[config.mk]
export PLATFORM = sky130hd
export DESIGN_NAME = uart_rx_fifo
export DESIGN_NICKNAME = d
export VERILOG_FILES = /design/src/rtl/uart_pkg.sv /design/src/rtl/uart_sync_fifo.sv /design/src/rtl/uart_rx_fifo.sv
export SDC_FILE = /design/constraint.sdc
export NUM_CORES = 1
export LEC_CHECK = 0
export CAP_MARGIN = 0
export CORE_MARGIN = 3
export CORE_UTILIZATION = 62
export DETAILED_ROUTE_END_ITERATION = 8
export DONT_BUFFER_PORTS = 1
export PLACE_DENSITY = 0.79
export SYNTH_ARGS = -nofsm -noshare
export SYNTH_HDL_FRONTEND = slang
export SYNTH_HIERARCHICAL = 1
export SYNTH_SLANG_ARGS = --single-unit
[constraint.sdc]
create_clock -name clk -period 4.1 [get_ports clk]
set_input_delay 1.025 -clock clk [delete_from_list [all_inputs] [get_ports clk]]
set_output_delay 1.025 -clock clk [all_outputs]
set_load 0.05 [all_outputs]
[src/rtl/uart_pkg.sv]
// Shared types for the UART receive path.
package uart_pkg;

    typedef logic [7:0] byte_t;

    typedef struct packed {
        logic overrun;
        logic frame_err;
    } uart_status_t;

endpackage : uart_pkg

[src/rtl/uart_sync_fifo.sv]
// Generic first-word-fall-through synchronous FIFO.
// The head entry is presented combinationally from the storage array; rdata
// is forced to zero while empty. Pointers carry one extra wrap bit so that
// full and empty are distinguished by occupancy alone.
module uart_sync_fifo #(
    parameter int unsigned Width = 8,
    parameter int unsigned Depth = 8
) (
    input  logic                   clk,
    input  logic                   rst_n,
    input  logic                   push,
    input  logic                   pop,
    input  logic [Width-1:0]       wdata,
    output logic [Width-1:0]       rdata,
    output logic [$clog2(Depth):0] count,
    output logic                   full,
    output logic                   empty
);

    localparam int unsigned AW = $clog2(Depth);
    localparam int unsigned CW = AW + 1;

    logic [CW-1:0]    wr_ptr_q, wr_ptr_d;
    logic [CW-1:0]    rd_ptr_q, rd_ptr_d;
    logic [Width-1:0] mem_q [Depth];

    // Next-pointer computation; pointers wrap naturally at 2*Depth.
    always_comb begin
        wr_ptr_d = wr_ptr_q;
        rd_ptr_d = rd_ptr_q;
        if (push) wr_ptr_d = wr_ptr_q + CW'(1);
        if (pop)  rd_ptr_d = rd_ptr_q + CW'(1);
    end

    // Pointer registers, cleared by reset so queued entries are discarded.
    always_ff @(posedge clk or negedge rst_n) begin
        if (!rst_n) begin
            wr_ptr_q <= '0;
            rd_ptr_q <= '0;
        end else begin
            wr_ptr_q <= wr_ptr_d;
            rd_ptr_q <= rd_ptr_d;
        end
    end

    // Storage write; no reset needed since reads are gated by occupancy.
    // A push while full is only issued alongside a pop, so overwriting the
    // head slot here coincides with that head leaving the FIFO.
    always_ff @(posedge clk) begin
        if (push) mem_q[wr_ptr_q[AW-1:0]] <= wdata;
    end

    // Occupancy flags and the fall-through head.
    always_comb begin
        count = wr_ptr_q - rd_ptr_q;
        full  = (count == CW'(Depth));
        empty = (count == '0);
        rdata = empty ? '0 : mem_q[rd_ptr_q[AW-1:0]];
    end

endmodule : uart_sync_fifo

[src/rtl/uart_rx_fifo.sv]
// Receive-side byte buffer behind the UART receiver: captures completed
// bytes into a FWFT FIFO, and keeps sticky overrun / framing-error flags
// plus a saturating count of receiver error edges.
module uart_rx_fifo
    import uart_pkg::*;
#(
    parameter int unsigned Depth         = 8,
    parameter int unsigned ErrCountWidth = 8
) (
    input  logic                     clk,
    input  logic                     nReset,
    input  logic                     rxDone,
    input  byte_t                    rxData,
    input  logic                     rxErr,
    output byte_t                    data,
    output logic                     valid,
    input  logic                     ready,
    output logic [$clog2(Depth):0]   count,
    output logic                     full,
    output logic                     overrun,
    output logic                     frameErr,
    output logic [ErrCountWidth-1:0] errCount,
    input  logic                     clearErr
);

    logic                     push_pend_q, push_pend_d;
    logic                     rx_err_q, rx_err_d;
    uart_status_t             status_q, status_d;
    logic [ErrCountWidth-1:0] err_count_q, err_count_d;

    logic fifo_empty;
    logic pop;
    logic push;
    logic drop;
    logic err_edge;

    uart_sync_fifo #(
        .Width (8),
        .Depth (Depth)
    ) u_fifo (
        .clk   (clk),
        .rst_n (nReset),
        .push  (push),
        .pop   (pop),
        .wdata (rxData),
        .rdata (data),
        .count (count),
        .full  (full),
        .empty (fifo_empty)
    );

    // Push/pop qualification, error edge detect and sticky status next-state.
    // A new event in the same cycle as clearErr takes precedence over the clear.
    always_comb begin
        valid       = !fifo_empty;
        pop         = valid && ready;
        push        = push_pend_q && (!full || pop);
        drop        = push_pend_q && full && !pop;
        err_edge    = rxErr && !rx_err_q;

        push_pend_d = rxDone;
        rx_err_d    = rxErr;

        status_d    = status_q;
        err_count_d = err_count_q;
        if (clearErr) begin
            status_d    = '0;
            err_count_d = '0;
        end
        if (drop) status_d.overrun = 1'b1;
        if (err_edge) begin
            status_d.frame_err = 1'b1;
            if (clearErr) begin
                err_count_d = ErrCountWidth'(1);
            end else if (err_count_q != '1) begin
                err_count_d = err_count_q + ErrCountWidth'(1);
            end
        end
    end

    // Pulse, edge-detect and status registers.
    always_ff @(posedge clk or negedge nReset) begin
        if (!nReset) begin
            push_pend_q <= 1'b0;
            rx_err_q    <= 1'b0;
            status_q    <= '0;
            err_count_q <= '0;
        end else begin
            push_pend_q <= push_pend_d;
            rx_err_q    <= rx_err_d;
            status_q    <= status_d;
            err_count_q <= err_count_d;
        end
    end

    assign overrun  = status_q.overrun;
    assign frameErr = status_q.frame_err;
    assign errCount = err_count_q;

endmodule : uart_rx_fifo

### After elaboration in Yosys (flattened, before gate mapping)

Memory sizes are Yosys's and may differ from the RTL's.
Cells that the tools add are included.

| operators by class | value |
|---|---|
| mux-type cells | 10 |
| reductions and logical operators | 13 |
| add/subtract/negate cells | 4 |
| equal/unequal tests | 2 |

Operators by type and width:

| kind | count |
|---|---|
| $mux W8 | 5 |
| $add A4 B1 Y4 const B | 2 |
| $add A8 B1 Y8 const B | 1 |
| $ne A8 B8 Y1 const B | 1 |
| $logic_and A1 B1 Y1 | 5 |
| $eq A4 B4 Y1 const B | 1 |
| $logic_not A1 Y1 | 4 |
| $logic_not A4 Y1 | 1 |
| $mux W1 | 4 |
| $reduce_bool A2 Y1 | 2 |
| $sub A4 B4 Y4 | 1 |
| $mux W2 | 1 |
| $logic_or A1 B1 Y1 | 1 |

| word-level totals | value |
|---|---|
| output and inout bits | 24 |
| logic and storage cells | 37 |
| input port bits | 14 |
| bits in writable memories | 64 |
| flip-flop bits (word level) | 20 |
| memories kept | 1 |

Memories:

| memory | depth | width | rd ports | clocked after Yosys merged registers in | wr ports | RTL line | source |
|---|---|---|---|---|---|---|---|
| u_fifo.mem_q | 8 | 8 | 1 | 0 | 1 | uart_sync_fifo.sv:25 | `logic [Width-1:0] mem_q [Depth];` |

### Logic depth before layout (Yosys ltp)

Gate-level depths: netlist (run 1).

| logic depth | value |
|---|---|
| depth after elaboration | 8 |
| gate-level depth with buffers | 12 |

### By module

Netlist (run 1), hierarchy kept.

Modules (own cells, without submodules):

| module | area each (sq um) | cells an instance | times used |
|---|---|---|---|
| uart_sync_fifo | 3067.9 | 165 | 1 |
| uart_rx_fifo | 609.3 | 58 | 1 |

### Worst setup path before layout (run 1)

OpenSTA, ideal clock, no wires.

| path | value |
|---|---|
| path type | register -> register |
| start point | reg u_fifo.rd_ptr_q[1] |
| end point | mem u_fifo.mem_q[1][0] (enable) |
| library setup time | 0.383 ns |
| path buffers | 2 |
| clock period less this slack | 4.227 ns |
| arrival time | 3.844 ns |
| stages on the path, launching flop included | 11 |
| setup slack | -0.127 ns |
| cell sequence | dfrtp_1 > clkbuf_8 > clkbuf_8 > inv_1 > fa_1 > xor2_1 > nor3_2 > a21boi_1 > a21boi_0 > nand2_1 > nor3_1 |

| on the way | value |
|---|---|
| elaborated cells on any way between the ends | 10 |
| classes of those cells | add/sub (1); eq/ne (1); mux (2); reduce/logical (6) |

RTL lines:

| element | RTL line | source |
|---|---|---|
| from (decl) | uart_sync_fifo.sv:24 | `logic [CW-1:0] rd_ptr_q, rd_ptr_d;` |
| from (signal assigned) | uart_sync_fifo.sv:42 | `rd_ptr_q <= rd_ptr_d;` |
| $sub A4 B4 Y4 | uart_sync_fifo.sv:55 | `count = wr_ptr_q - rd_ptr_q;` |
| named net count[2] | uart_rx_fifo.sv:18 | `output logic [$clog2(Depth):0] count,` |
| $eq A4 B4 Y1 | uart_sync_fifo.sv:56 | `full = (count == CW'(Depth));` |
| named net full | uart_rx_fifo.sv:19 | `output logic full,` |
| $logic_not A1 Y1 | uart_rx_fifo.sv:57 | `push = push_pend_q && (!full \|\| pop);` |
| $logic_or A1 B1 Y1 | uart_rx_fifo.sv:57 |  |
| $logic_and A1 B1 Y1 | uart_rx_fifo.sv:57 |  |
| named net push | uart_rx_fifo.sv:33 | `logic push;` |
| $mux W1 | uart_sync_fifo.sv:50 | `if (push) mem_q[wr_ptr_q[AW-1:0]] <= wdata;` |
| $mux W1 (implied by the code) | uart_sync_fifo.sv:50 |  |
| to (decl) | uart_sync_fifo.sv:25 |  |

The timed path passes the listed nets, and every way through them passes these cells.

### Worst setup path after layout (run 1)

| path | value |
|---|---|
| start point | reg u_fifo.rd_ptr_q[2] |
| end point | mem u_fifo.mem_q[5][6] (enable) |

| on the way | value |
|---|---|
| longest elaborated chain between the ends | 8 |
| elaborated cells on any way between the ends | 10 |
| classes of those cells | add/sub (1); eq/ne (1); mux (2); reduce/logical (6) |

RTL lines:

| element | RTL line | source |
|---|---|---|
| $sub A4 B4 Y4 | uart_sync_fifo.sv:55 |  |
| $logic_not A4 Y1 | uart_sync_fifo.sv:57 | `empty = (count == '0);` |
| named net fifo_empty | uart_rx_fifo.sv:31 | `logic fifo_empty;` |
| $logic_not A1 Y1 | uart_rx_fifo.sv:55 | `valid = !fifo_empty;` |
| $logic_and A1 B1 Y1 | uart_rx_fifo.sv:56 | `pop = valid && ready;` |
| $logic_or A1 B1 Y1 | uart_rx_fifo.sv:57 |  |
| $logic_and A1 B1 Y1 | uart_rx_fifo.sv:57 |  |
| named net push | uart_rx_fifo.sv:33 |  |
| $mux W1 | uart_sync_fifo.sv:50 |  |
| $mux W1 (implied by the code) | uart_sync_fifo.sv:50 |  |

The timed path passes the listed nets, and every way through them passes these cells.

==> run summary, run 1 <==
status: finished, final reports clean
Detailed Route WL: 7030 µm
Crit Path Category: reg2reg
Avg Inst Size Synth: 16.5 µm²
CP cell instances: clkinv_1 > ha_1 > and3b_1 > or3_4 > and3_1 > nand2b_1 > a21boi_0 > nand2_1 > nor2_1 > buf_4
Filler Cell Count: 358
worst hold path class: in2async
CP top delay family: simple AND/OR/NAND/NOR gates
CP bufs+invs: 2
I/O Buffers: 0
final hold vios: 0
post-layout worst setup margin: 286 ps
Placed Cells incl. Taps: 313
share of layout cells above drive strength 1: 0.222
Detail Placement HPWL: 4820 µm
Final ANT Viol Nets: 0
Unique masters post-synth: 45
required time worst endpoint: 4170 ps
Post-CTS Setup Bufs: 0
DIE AREA: 6890 µm²
RSZ-0062 raised after global routing: no
Layout Skew: 7.57 ps
yosys warns: 6
measured slew at the worst slew-check pin: 703 ps
Seq/Total Area, Yosys: 0.659
Clk pin slew, worst setup/hold paths: 80 ps
# hold bufs at CTS: 0
setup tns final: 0 ps
min Tclk post-route: 3810 ps
netlist area before placement: 3680 µm²
Core ar.: 5610 µm²
total clock buffers created by CTS: 9
root buf cell: clkbuf_8
fin cells: 329
max incr delay on CP: 590 ps
vias in the first global route: 2063
# setup viols final: 0
M1 WL: 3010 µm
worst-path fanout max: 11
total congestion overflow: 0
post-placement cell area: 3870 µm²
layout net count: 273
IO Pins: 38
vias: 2040
DRC viols: 0
number of enable flip-flop cells after synthesis: 64
Crit-path slowest cell: a21boi_0
DR iter-0 viols: 135
row cnt: 27
Crit path depth: 10
relative slew slack: 0.527
Max Buffers Root-to-Sink: 2
WL met3: 567 µm
number of gates resized after cts: 0
clock latency on the worst-skew pair: 360 ps
fin area: 4110 µm²
initial antenna violation count: 0
Via density: 6.20
DIE WIDTH: 83.0 µm
synthesis-to-finish area growth: 11.6%
clk sink count: 84
CP startpoint kind: flop
n_diodes: 0
period utilization: 0.930
dpl ws: 375 ps
WP data arrival: 3890 ps
Syn Nets: 244
CP endpoint kind: flop
Post-Synthesis Cells: 223
met2 wire len: 3320 µm
ys async rst share: 0.238
reg-to-reg slack, setup: 290 ps
first-pass GRT wire length: 11300 µm
Yosys reg bits: 84
total track usage: 0.219
largest net degree at the start of global routing: 21
Max Slew Vio Count: 0
Final Wtd Congestion: 0.827
max layer used: met4
FF-to-FF path depth: 10
ys flop type: edfxtp_1
fmax: 0.262 GHz
Starting Density: 0.656
DRT Pass-1 Iters: 4
DR WL/cell: 21.4 µm
max_cap viols: 0
CTS H-Tree Depth: 3
Die Y: 83.0 µm
TritonCTS clock tree: built
## layer usage
metal,vias to the layer above,track usage
met4,0,0.101
li1,935,-
met1,988,0.296
met2,104,0.329
met3,13,0.0665
met5,-,0
## kinds of logic after synthesis
group	after synthesis	synth area share
and+or+nand+nor	57	0.0810
xor gates and xnor gates	8	0.0191
DFF	84	0.659
AOI/OAI and AO/OA	29	0.0599
muxes	18	0.116
adders and majority gates	7	0.0259
buffers and inverters	20	0.0395
## worst register-to-register path, stage by stage (launching register included)
cell	delay [ps]
dfrtp_1	360
clkinv_1	230
ha_1	420
and3b_1	210
or3_4	450
and3_1	210
nand2b_1	170
a21boi_0	590
nand2_1	240
nor2_1	420
buf_4	230
## registers in the layout (all words and copies together) (netlist names)
register,flops
errCount,8
frameErr,1
overrun,1
push_pend_q,1
rx_err_q,1
u_fifo/mem_q,64
u_fifo/rd_ptr_q,4
u_fifo/wr_ptr_q,4
## cells in the final DEF, fill, tap and decap left out, types with 2 or more instances in the layout
| cell | synthesis | layout |
|---|---|---|
| nand2b_1 | 4 | 4 |
| mux4_2 | 4 | 4 |
| nand3_1 | 3 | 3 |
| and3b_1 | 2 | 2 |
| ha_1 | 6 | 6 |
| and3_2 | 2 | 2 |
| a31oi_1 | 3 | 3 |
| inv_1 | 10 | 10 |
| a21oi_1 | 3 | 3 |
| mux4_1 | 12 | 12 |
| xnor2_1 | 3 | 3 |
| xor2_1 | 5 | 4 |
| clkinv_4 | 0 | 2 |
| a32oi_1 | 8 | 8 |
| nor2_1 | 6 | 6 |
| inv_8 | 0 | 2 |
| nor3_1 | 5 | 5 |
| buf_4 | 0 | 27 |
| nand2_1 | 26 | 26 |
| clkbuf_8 | 4 | 9 |
| edfxtp_1 | 64 | 64 |
| bufinv_16 | 0 | 2 |
| dfrtp_1 | 20 | 20 |
| o21ai_0 | 5 | 5 |
## metrics by stage
stage,hold WS [ps],utilization
final,357,0.732
after global routing,328,0.732
after floorplan,461,-
after global placement,478,0.691
after detailed placement,486,0.691
after CTS,340,0.732
## Yosys cell counts (2+ instances only)
| cell | instances | area share |
|---|---|---|
| a21oi_1 | 3 | 0.0041 |
| a31oi_1 | 3 | 0.0051 |
| a32oi_1 | 8 | 0.019 |
| and3_2 | 2 | 0.0041 |
| and3b_1 | 2 | 0.0048 |
| buf_6 | 4 | 0.012 |
| clkbuf_8 | 4 | 0.015 |
| dfrtp_1 | 20 | 0.14 |
| edfxtp_1 | 64 | 0.52 |
| ha_1 | 6 | 0.020 |
| inv_1 | 10 | 0.010 |
| mux4_1 | 12 | 0.086 |
| mux4_2 | 4 | 0.024 |
| nand2_1 | 26 | 0.027 |
| nand2b_1 | 4 | 0.0068 |
| nand3_1 | 3 | 0.0041 |
| nor2_1 | 6 | 0.0061 |
| nor3_1 | 5 | 0.0068 |
| o21ai_0 | 5 | 0.0068 |
| xnor2_1 | 3 | 0.0071 |
| xor2_1 | 5 | 0.012 |
## area by class of cell
| type | instances | area (µm²) | share of cell area |
|---|---|---|---|
| flip-flops and latches | 84 | 2420 | 0.590 |
| multi-input cells | 119 | 1120 | 0.272 |
| repair buffers | 27 | 203 | 0.0494 |
| clock buffers | 9 | 124 | 0.0302 |
| clock inverters | 7 | 108 | 0.0262 |
| well taps | 72 | 90.1 | 0.0219 |
| inverters | 11 | 41.3 | 0.0101 |
## final timing paths
check | start | to
min in group clk | u_fifo/wr_ptr_q[3]$_DFFE_PN0P_ | u_fifo/wr_ptr_q[3]$_DFFE_PN0P_
worst max register to register | u_fifo/rd_ptr_q[2]$_DFFE_PN0P_ | u_fifo/mem_q[5][6]$_DFFE_PP_
max in group asynchronous | nReset | u_fifo/rd_ptr_q[3]$_DFFE_PN0P_
worst min-delay path | nReset | rx_err_q$_DFF_PN0_
worst max-delay path | u_fifo/rd_ptr_q[2]$_DFFE_PN0P_ | u_fifo/mem_q[5][6]$_DFFE_PP_
worst min register to register | u_fifo/wr_ptr_q[3]$_DFFE_PN0P_ | u_fifo/wr_ptr_q[3]$_DFFE_PN0P_
Power of run 1 is left out: the tool's default activity adds up to more than one toggle a clock period on the data nets, which glitch-free logic cannot reach.
==> run 2: changes to the inputs <==
--- a/config.mk
+++ b/config.mk
@@ -6,6 +6,7 @@
 export NUM_CORES = 1
 export LEC_CHECK = 0
 export CAP_MARGIN = 0
+export CORE_ASPECT_RATIO = 0.6
 export CORE_MARGIN = 3
 export CORE_UTILIZATION = 62
 export DETAILED_ROUTE_END_ITERATION = 8
==> run 2 against run 1 <==
  * Count of clock-buffer cells in the layout unchanged
  * Routed wire length rose by 1.8%
  * Sequential cell count is the same
  * Sequential share of layout area increased by 0.47 points
==> run summary, run 2 (synthesis gave the netlist of run 1 again) <==
status: finished, final reports clean
CP endpoint kind: output port
share of layout cells above drive strength 1: 0.215 (-0.00695)
# hold bufs at CTS: 0 (unchanged)
vias in the first global route: 1979 (-4.1%)
RSZ-0062 raised after global routing: no
max_cap viols: 0 (unchanged)
vias: 2042 (+0.098%)
number of gates resized after cts: 0 (unchanged)
CTS H-Tree Depth: 3 (unchanged)
Crit Path Category: reg2out
row cnt: 21 (-22%)
min Tclk post-route: 3880 ps (+70.1 ps)
final hold vios: 0 (unchanged)
DIE WIDTH: 105 µm (+27%)
max incr delay on CP: 600 ps (about the same)
required time worst endpoint: 3070 ps (-1100 ps)
Final Wtd Congestion: 0.832 (+0.65%)
Final ANT Viol Nets: 0 (unchanged)
Starting Density: 0.651 (-0.00479)
worst-path fanout max: 11 (unchanged)
DRC viols: 0 (unchanged)
layout net count: 272 (-0.37%)
period utilization: 0.947 (+0.0171)
Die Y: 65.7 µm (-21%)
DRT Pass-1 Iters: 4 (unchanged)
synthesis-to-finish area growth: 10.8%
DIE AREA: 6920 µm² (+0.44%)
Detailed Route WL: 7160 µm (+1.8%)
setup tns final: 0 ps (unchanged)
IO Pins: 38 (unchanged)
# setup viols final: 0 (unchanged)
total track usage: 0.226 (+0.00692)
reg2reg start: u_fifo/rd_ptr_q[2]$_DFFE_PN0P_
n_diodes: 0 (unchanged)
I/O Buffers: 0 (unchanged)
Core ar.: 5650 µm² (+0.74%)
CP startpoint kind: flop
Max Buffers Root-to-Sink: 2 (unchanged)
Clk pin slew, worst setup/hold paths: 80 ps (about the same)
Filler Cell Count: 360 (+0.56%)
Crit Reg-Reg Endpoint: u_fifo/mem_q[7][3]$_DFFE_PP_
clk sink count: 84 (unchanged)
Detail Placement HPWL: 4960 µm (+2.8%)
commonest cells after routing, fill and taps aside: 64 x edfxtp_1, 26 x nand2_1, 26 x buf_4, 20 x dfrtp_1, 12 x mux4_1
DR WL/cell: 21.3 µm (-0.31%)
worst hold path class: in2async
CP startpoint: u_fifo/rd_ptr_q[2]$_DFFE_PN0P_
Largest register FFs: 64 (unchanged)
WP data arrival: 2860 ps (-1030 ps)
first-pass GRT wire length: 11300 µm (-0.37%)
fmax: 0.257 GHz (-1.8%)
TritonCTS clock tree: built
total congestion overflow: 0 (unchanged)
initial antenna violation count: 0 (unchanged)
largest net degree at the start of global routing: 21 (unchanged)
Crit-path slowest cell: dfrtp_1
Max Slew Vio Count: 0 (unchanged)
DR iter-0 viols: 199 (+47%)
reg-to-reg slack, setup: 420 ps (+130 ps)
relative slew slack: 0.497 (-0.0302)
Layout Skew: 7.81 ps (+0.247 ps)
FF-to-FF path depth: 11 (+1)
Post-CTS Setup Bufs: 0 (unchanged)
most common cell after layout, fill and taps aside: edfxtp_1
total clock buffers created by CTS: 9 (unchanged)
clock latency on the worst-skew pair: 350 ps (about the same)
root buf cell: clkbuf_8
CP cell instances: clkinv_1 > ha_1 > xor2_2 > nor3_2 > a32oi_1 > buf_4
Via density: 6.08 (-2.0%)
measured slew at the worst slew-check pin: 751 ps (+47.6 ps)
==> run 2: cell count changes in the layout (fill, tap and decap cells not counted) <==
cell / before / now
buf_4: 27 / 26
bufinv_16: 2 / 1
clkinv_1: 1 / 2
clkinv_2: 0 / 1
clkinv_4: 2 / 0
inv_6: 0 / 3
inv_8: 2 / 0
==> run 2: worst max path at each step <==
stage	slack, ps	end	cells after the start
global route	80	data[0]	6
detailed placement	540	u_fifo/mem_q[7][0]$_DFFE_PP_	11
floorplan	170	u_fifo/wr_ptr_q[3]$_DFFE_PN0P_	10
global placement	720	u_fifo/mem_q[7][4]$_DFFE_PP_	11
finish	220	data[0]	6
CTS	210	data[0]	6
==> run 2: layout make-up <==
cell class,count,area [µm²],area share
multi-input cells,119,1120,0.274
inverters,11,41.3,0.0101
repair buffers,26,195,0.0479
clock buffers,9,124,0.0304
clock inverters,7,72.6,0.0178
well taps,80,100,0.0246
flip-flops and latches,84,2420,0.595
==> run 2: worst max-delay path: cells and delay by family, from the launching register on <==
family	cells	cell delay (ps)
and+or+nand+nor	1	580
xor gates and xnor gates	1	200
adders and majority gates	1	380
buffers and inverters	2	450
DFF	1	600
AOI/OAI and AO/OA	1	300
==> run 2: per-stage QoR <==
step                      hold WS (ps)   util  std cells  area (µm²)  setup slack (ps)
final                              361  0.721        336        4070               216
after global routing               336  0.721        336        4070              76.6
after CTS                          349  0.721        336        4070               210
after detailed placement           478  0.686        320        3880               543
after global placement             483  0.686        320        3880               723
after floorplan                    461      -        223        3680               173
==> run 2: metal layers <==
| layer | share of wire | GRT usage | wire length (µm) | vias to the layer above |
|---|---|---|---|---|
| met4 | 0.011 | 0.0655 | 80 | 0 |
| met3 | 0.10 | 0.0707 | 721 | 8 |
| met2 | 0.44 | 0.317 | 3130 | 90 |
| met1 | 0.45 | 0.342 | 3220 | 1015 |
| met5 | 0 | 0 | 0 | - |
| li1 | - | - | - | 929 |
Power of run 2 is left out for the same reason.
